## src/rtl/voice_alloc.sv

```systemverilog
// Polyphonic voice allocator: maps MIDI note events onto VOICES synth voice gates.
// Optional macro VOICE_STEAL_EN: steal a round-robin voice when every gate is held.
module voice_alloc #(
  parameter int VOICES  = 8,
  parameter int V_WIDTH = 3
) (
  input  logic               OSC_CLK,
  input  logic               reset_reg_N,
  input  logic               ev_valid,
  output logic               ev_ready,
  input  logic               ev_on,
  input  logic [6:0]         ev_key,
  input  logic [6:0]         ev_vel,
  input  logic               n_xxxx_zero,
  input  logic [VOICES-1:0]  voice_free,
  output logic [VOICES-1:0]  keys_on,
  output logic               note_on,
  output logic [V_WIDTH-1:0] cur_key_adr,
  output logic [7:0]         cur_key_val,
  output logic [7:0]         cur_vel_on,
  output logic [7:0]         cur_vel_off
);

  typedef enum logic [1:0] {IDLE, SEARCH, HOLD} state_t;

  state_t            state;
  logic              ev_on_r;
  logic [6:0]        ev_key_r;
  logic [6:0]        ev_vel_r;
  logic [2:0]        sync;
  logic              fcnt;
  logic              fall;
`ifdef VOICE_STEAL_EN
  logic [V_WIDTH-1:0] steal_ptr;
`endif

  logic [VOICES-1:0]  hit, free_idle, idle, key_wr;
  logic [VOICES-1:0][6:0] key_tab;
  logic               hit_f, fi_f, id_f, on_f;
  logic [V_WIDTH-1:0] hit_v, fi_v, id_v, on_v;

  // {found, index} of the lowest set bit
  function automatic logic [V_WIDTH:0] lowest(input logic [VOICES-1:0] m);
    logic [V_WIDTH:0] r;
    r = '0;
    for (int i = VOICES-1; i >= 0; i--)
      if (m[i]) r = {1'b1, V_WIDTH'(i)};
    return r;
  endfunction

  // per-voice key table and match flags
  for (genvar g = 0; g < VOICES; g++) begin : g_lane
    always_ff @(posedge OSC_CLK or negedge reset_reg_N) begin
      if (!reset_reg_N)   key_tab[g] <= '0;
      else if (key_wr[g]) key_tab[g] <= ev_key_r;
    end
    assign hit[g]       = keys_on[g] & (key_tab[g] == ev_key_r);
    assign free_idle[g] = ~keys_on[g] & voice_free[g];
    assign idle[g]      = ~keys_on[g];
  end

  assign fall = sync[2] & ~sync[1];

  always_comb begin
    {hit_f, hit_v} = lowest(hit);
    {fi_f, fi_v}   = lowest(free_idle);
    {id_f, id_v}   = lowest(idle);
    on_f = 1'b1;
    on_v = '0;
    if (hit_f)     on_v = hit_v;
    else if (fi_f) on_v = fi_v;
    else if (id_f) on_v = id_v;
    else begin
`ifdef VOICE_STEAL_EN
      on_v = steal_ptr;
`else
      on_f = 1'b0;
`endif
    end
    key_wr = '0;
    if (state == SEARCH && ev_on_r && on_f) key_wr[on_v] = 1'b1;
  end

  always_ff @(posedge OSC_CLK or negedge reset_reg_N) begin
    if (!reset_reg_N) begin
      state       <= IDLE;
      ev_ready    <= 1'b0;
      ev_on_r     <= 1'b0;
      ev_key_r    <= '0;
      ev_vel_r    <= '0;
      keys_on     <= '0;
      note_on     <= 1'b0;
      cur_key_adr <= '0;
      cur_key_val <= '0;
      cur_vel_on  <= '0;
      cur_vel_off <= '0;
      sync        <= 3'b111;
      fcnt        <= 1'b0;
`ifdef VOICE_STEAL_EN
      steal_ptr   <= '0;
`endif
    end else begin
      sync <= {sync[1:0], n_xxxx_zero};
      case (state)
        IDLE: begin
          if (ev_valid && ev_ready) begin
            // zero-velocity note-on is a note-off
            ev_on_r  <= ev_on & (|ev_vel);
            ev_key_r <= ev_key;
            ev_vel_r <= ev_vel;
            ev_ready <= 1'b0;
            state    <= SEARCH;
          end else begin
            ev_ready <= 1'b1;
          end
        end
        SEARCH: begin
          if (ev_on_r && on_f) begin
            keys_on[on_v] <= 1'b1;
            cur_key_adr   <= on_v;
            cur_key_val   <= {1'b0, ev_key_r};
            cur_vel_on    <= {ev_vel_r, ev_vel_r[6]};
            note_on       <= 1'b1;
            fcnt          <= 1'b0;
            state         <= HOLD;
`ifdef VOICE_STEAL_EN
            if (!hit_f && !id_f)
              steal_ptr <= (steal_ptr == V_WIDTH'(VOICES-1)) ? '0 : steal_ptr + 1'b1;
`endif
          end else begin
            if (!ev_on_r && hit_f) begin
              keys_on[hit_v] <= 1'b0;
              cur_key_adr    <= hit_v;
              cur_vel_off    <= {ev_vel_r, ev_vel_r[6]};
            end
            ev_ready <= 1'b1;
            state    <= IDLE;
          end
        end
        HOLD: begin
          // note_on spans two engine frame markers
          if (fall) begin
            if (fcnt) begin
              note_on  <= 1'b0;
              ev_ready <= 1'b1;
              state    <= IDLE;
            end else begin
              fcnt <= 1'b1;
            end
          end
        end
        default: state <= IDLE;
      endcase
    end
  end

endmodule

```

## config.mk

```make
export PLATFORM = sky130hd
export DESIGN_NAME = voice_alloc
export DESIGN_NICKNAME = d
export VERILOG_FILES = /design/src/rtl/voice_alloc.sv
export SDC_FILE = /design/constraint.sdc
export NUM_CORES = 1
export LEC_CHECK = 0
export CORE_AREA = 2 2 132 134
export DETAILED_ROUTE_END_ITERATION = 10
export DIE_AREA = 0 0 134 136
export PLACE_DENSITY = 0.59
export SLEW_MARGIN = 20
export SYNTH_ARGS = -nofsm -noshare
export SYNTH_HDL_FRONTEND = slang
export SYNTH_SLANG_ARGS = --single-unit
```

## constraint.sdc

```tcl
create_clock -name OSC_CLK -period 4.1 [get_ports OSC_CLK]
set_input_delay 0.82 -clock OSC_CLK [delete_from_list [all_inputs] [get_ports OSC_CLK]]
set_output_delay 0.82 -clock OSC_CLK [all_outputs]
set_load 0.1 [all_outputs]
```

==> summary.md <==
| Metric | Value |
|---|---|
| Status | `finished clean` |
| Mapped Nets | `482` |
| Total setup buffers inserted after CTS | `0` |
| Inst Count DP | `between 700 and 800` |
| DRT Pass-1 Iters | `4` |
| Most common cell after layout, fill and taps aside | `dfrtp_1` |
| GR Util All Layers | `0.146` |
| Largest net degree at the start of global routing | `61` |
| Post-synth top area cell | `dfrtp_1` |
| Cells after Synth | `451` |
| Worst skew pair latency | `0.35 ns` |
| Total negative slack | `0 ns` |
| Synth async-reset ratio | `1.00` |
| Longest Clk Path Bufs | `2` |
| Routed vias | `3,645` |
| Met3 wire len | `roughly 470 um` |
| Clock Sinks | `between 100 and 150` |
| First-pass GRT wire length | `20,500 um` |
| Final setup fails | `0` |
| Register area share after synthesis | `0.509` |
| Clock Skew | `0.00757 ns` |
| Post-layout minimum cycle time | `3.76 ns` |
| Hold Buf Count CTS | `0` |
| Synth top area share | `0.495` |
| Wire per inst | `17.0 um` |
| Library cells used by synthesis | `48` |
| Worst Min Path Start | `sync[0]` |
| RD Place Congestion | `0.865` |
| Crit end category | `flip-flop` |
| Avg Inst Size Synth | `about 12 sq um` |
| Overall routed net length | `roughly 13,000 um` |
| Die height | `about 140 um` |
| Die ar. | `between 0.015 and 0.02 sq mm` |
| Worst-path maximum fanout | `15` |
| Vias/cell | `4.93` |
| Reg2reg start | `ev_key_r[4]` |
| Clk root buf | `clkbuf_16` |
| Final worst slack | `0.337 ns` |
| Core area | `0.0169 sq mm` |
| # diodes | `0` |
| CP startpoint kind | `flip-flop` |
| Worst Setup SP | `ev_key_r[4]` |
| Max layer used | `met4` |
| Fin. max-slew vios | `0` |
| Layout cells sized above 1 | `0.253` |
| Pre-CTS setup slack | `0.344 ns` |
| Post-CTS Resized | `0` |
| CTS Buf Count | `9` |
| Mapped Area | `0.00546 sq mm` |
| GRT overflow | `0` |
| RSZ-0062 raised after global routing | `false` |
| Critical Path RT | `4.33 ns` |
| Total of max-cap violations | `0` |
| Tightest Pin Transition | `0.982 ns` |
| DRC | `0` |
| Hold Violations, Final | `0` |
| Vias in the first global route | `~3,800` |
| Arrival @ worst endpoint | `~4 ns` |
| M1 WL | `5740 um` |
| Antenna-violating nets left | `0` |
| Fin cells | `around 740` |
| Final HPWL DP | `about 9000 um` |
| Routed met2 length | `6140 um` |
| Hold Path Class | `reg2reg` |
| Main synth FF type | `dfrtp_1` |
| Initial antenna violation count | `0` |
| Die X | `134 um` |
| Relative slew margins | `0.343` |
| Setup Crit Path Kind | `reg2reg` |
| Synth-to-layout area growth | `20.2%` |
| IO buf count | `62` |
| Final worst-path cycle share | `0.918` |
| Yosys synthesis warning count | `0` |
| Layout Nets | `540` |
| Htree depth | `3` |
| Initial Util | `0.324` |
| Initial drt markers | `198` |
| Fmax | `roughly 270 MHz` |
| Post-synthesis register bit count | `111` |
| IO Count | `64` |
| Rows | `48` |
| Clock slew at reported path FFs | `0.07 ns` |
| Most frequent cells in the layout | `dfrtp_1, mux2_2, clkdlybuf4s50_1, xnor2_1, nand2_1` |
| CTS tree | `done` |
| Synth area leaders | `dfrtp_1, mux2_2, xnor2_1` |
| Number of synthesized flops with an enable pin | `0` |
-- sequential cells by signal, summed over array words and instances (netlist names) --
| signal | cells |
|---|---|
| state | 2 |
| cur_vel_off | 7 |
| fcnt | 1 |
| keys_on | 8 |
| cur_key_adr | 3 |
| ev_key_r | 7 |
| ev_vel_r | 7 |
| note_on | 1 |
| key_tab | 56 |
| ev_on_r | 1 |
| cur_vel_on | 7 |
| ev_ready | 1 |
| sync | 3 |
| cur_key_val | 7 |
-- metrics by stage --
step	utilization	instance area, sq um	hold WS, ns
floorplan	-	5460	0.345
global placement	0.373	6290	0.351
detailed placement	0.373	6290	0.349
CTS	0.389	6570	0.363
global route	0.389	6570	0.366
finish	0.389	6570	0.361
-- cell type report --
| class | instances | area, sq um |
|---|---|---|
| sequential | 111 | 2780 |
| fill | 1626 | 10300 |
| clock buffer | 13 | 260 |
| tap | 225 | 282 |
| inverter | 12 | 45.0 |
| timing repair buffer | 71 | 698 |
| multi-input combinational | 304 | 2480 |
| clock inverter | 3 | 17.5 |
-- synth_stat cells (8+ instances only) --
cell type    n
nor2_1      20
mux2_2      90
xor2_1      12
nand2_1     22
dfrtp_1    108
o21ai_0     16
xnor2_1     44
buf_4        8
clkbuf_1    10
inv_1       12
a21oi_1     16
nand4_1     15
-- kinds of logic after synthesis --
family                   Yosys count  share of synthesized area
AO/OA/AOI/OAI                     51                     0.0561
other                              1                   0.000687
adder cells (fa/ha/maj)            4                    0.00916
XOR/XNOR                          56                     0.0898
buffers and inverters             36                     0.0362
flip-flops                       111                      0.509
multiplexers                      93                      0.192
AND/OR/NAND/NOR                   99                      0.107
-- worst paths after layout --
check | endpoint | slack [ns] | cells after the start
max | key_tab[21] | 0.34 | 8
min | sync[1] | 0.36 | 0
max reg2reg | key_tab[21] | 0.34 | 8
min reg2reg | sync[1] | 0.36 | 0
max in group asynchronous | cur_vel_off[5] | 2.84 | 2
min in group asynchronous | key_tab[44] | 0.50 | 1
-- routing by layer --
layer,track usage,vias to the layer above
met5,0,-
met4,0.0420,0
met3,0.0358,18
met2,0.246,85
met1,0.186,1861
li1,-,1681
-- critical path, cell delays in order (launching register included) --
cell and delay [ns]:
dfrtp_1 0.80, xor2_1 0.26, nor2_1 0.09, and4_1 0.23, nor4_4 0.45, and2_0 0.36, a31o_1 0.56, and3_1 0.50
mux2_2 0.39
Power is not shown: default switching activity piles up to over one toggle a cycle in this logic, so the estimate is an artifact.
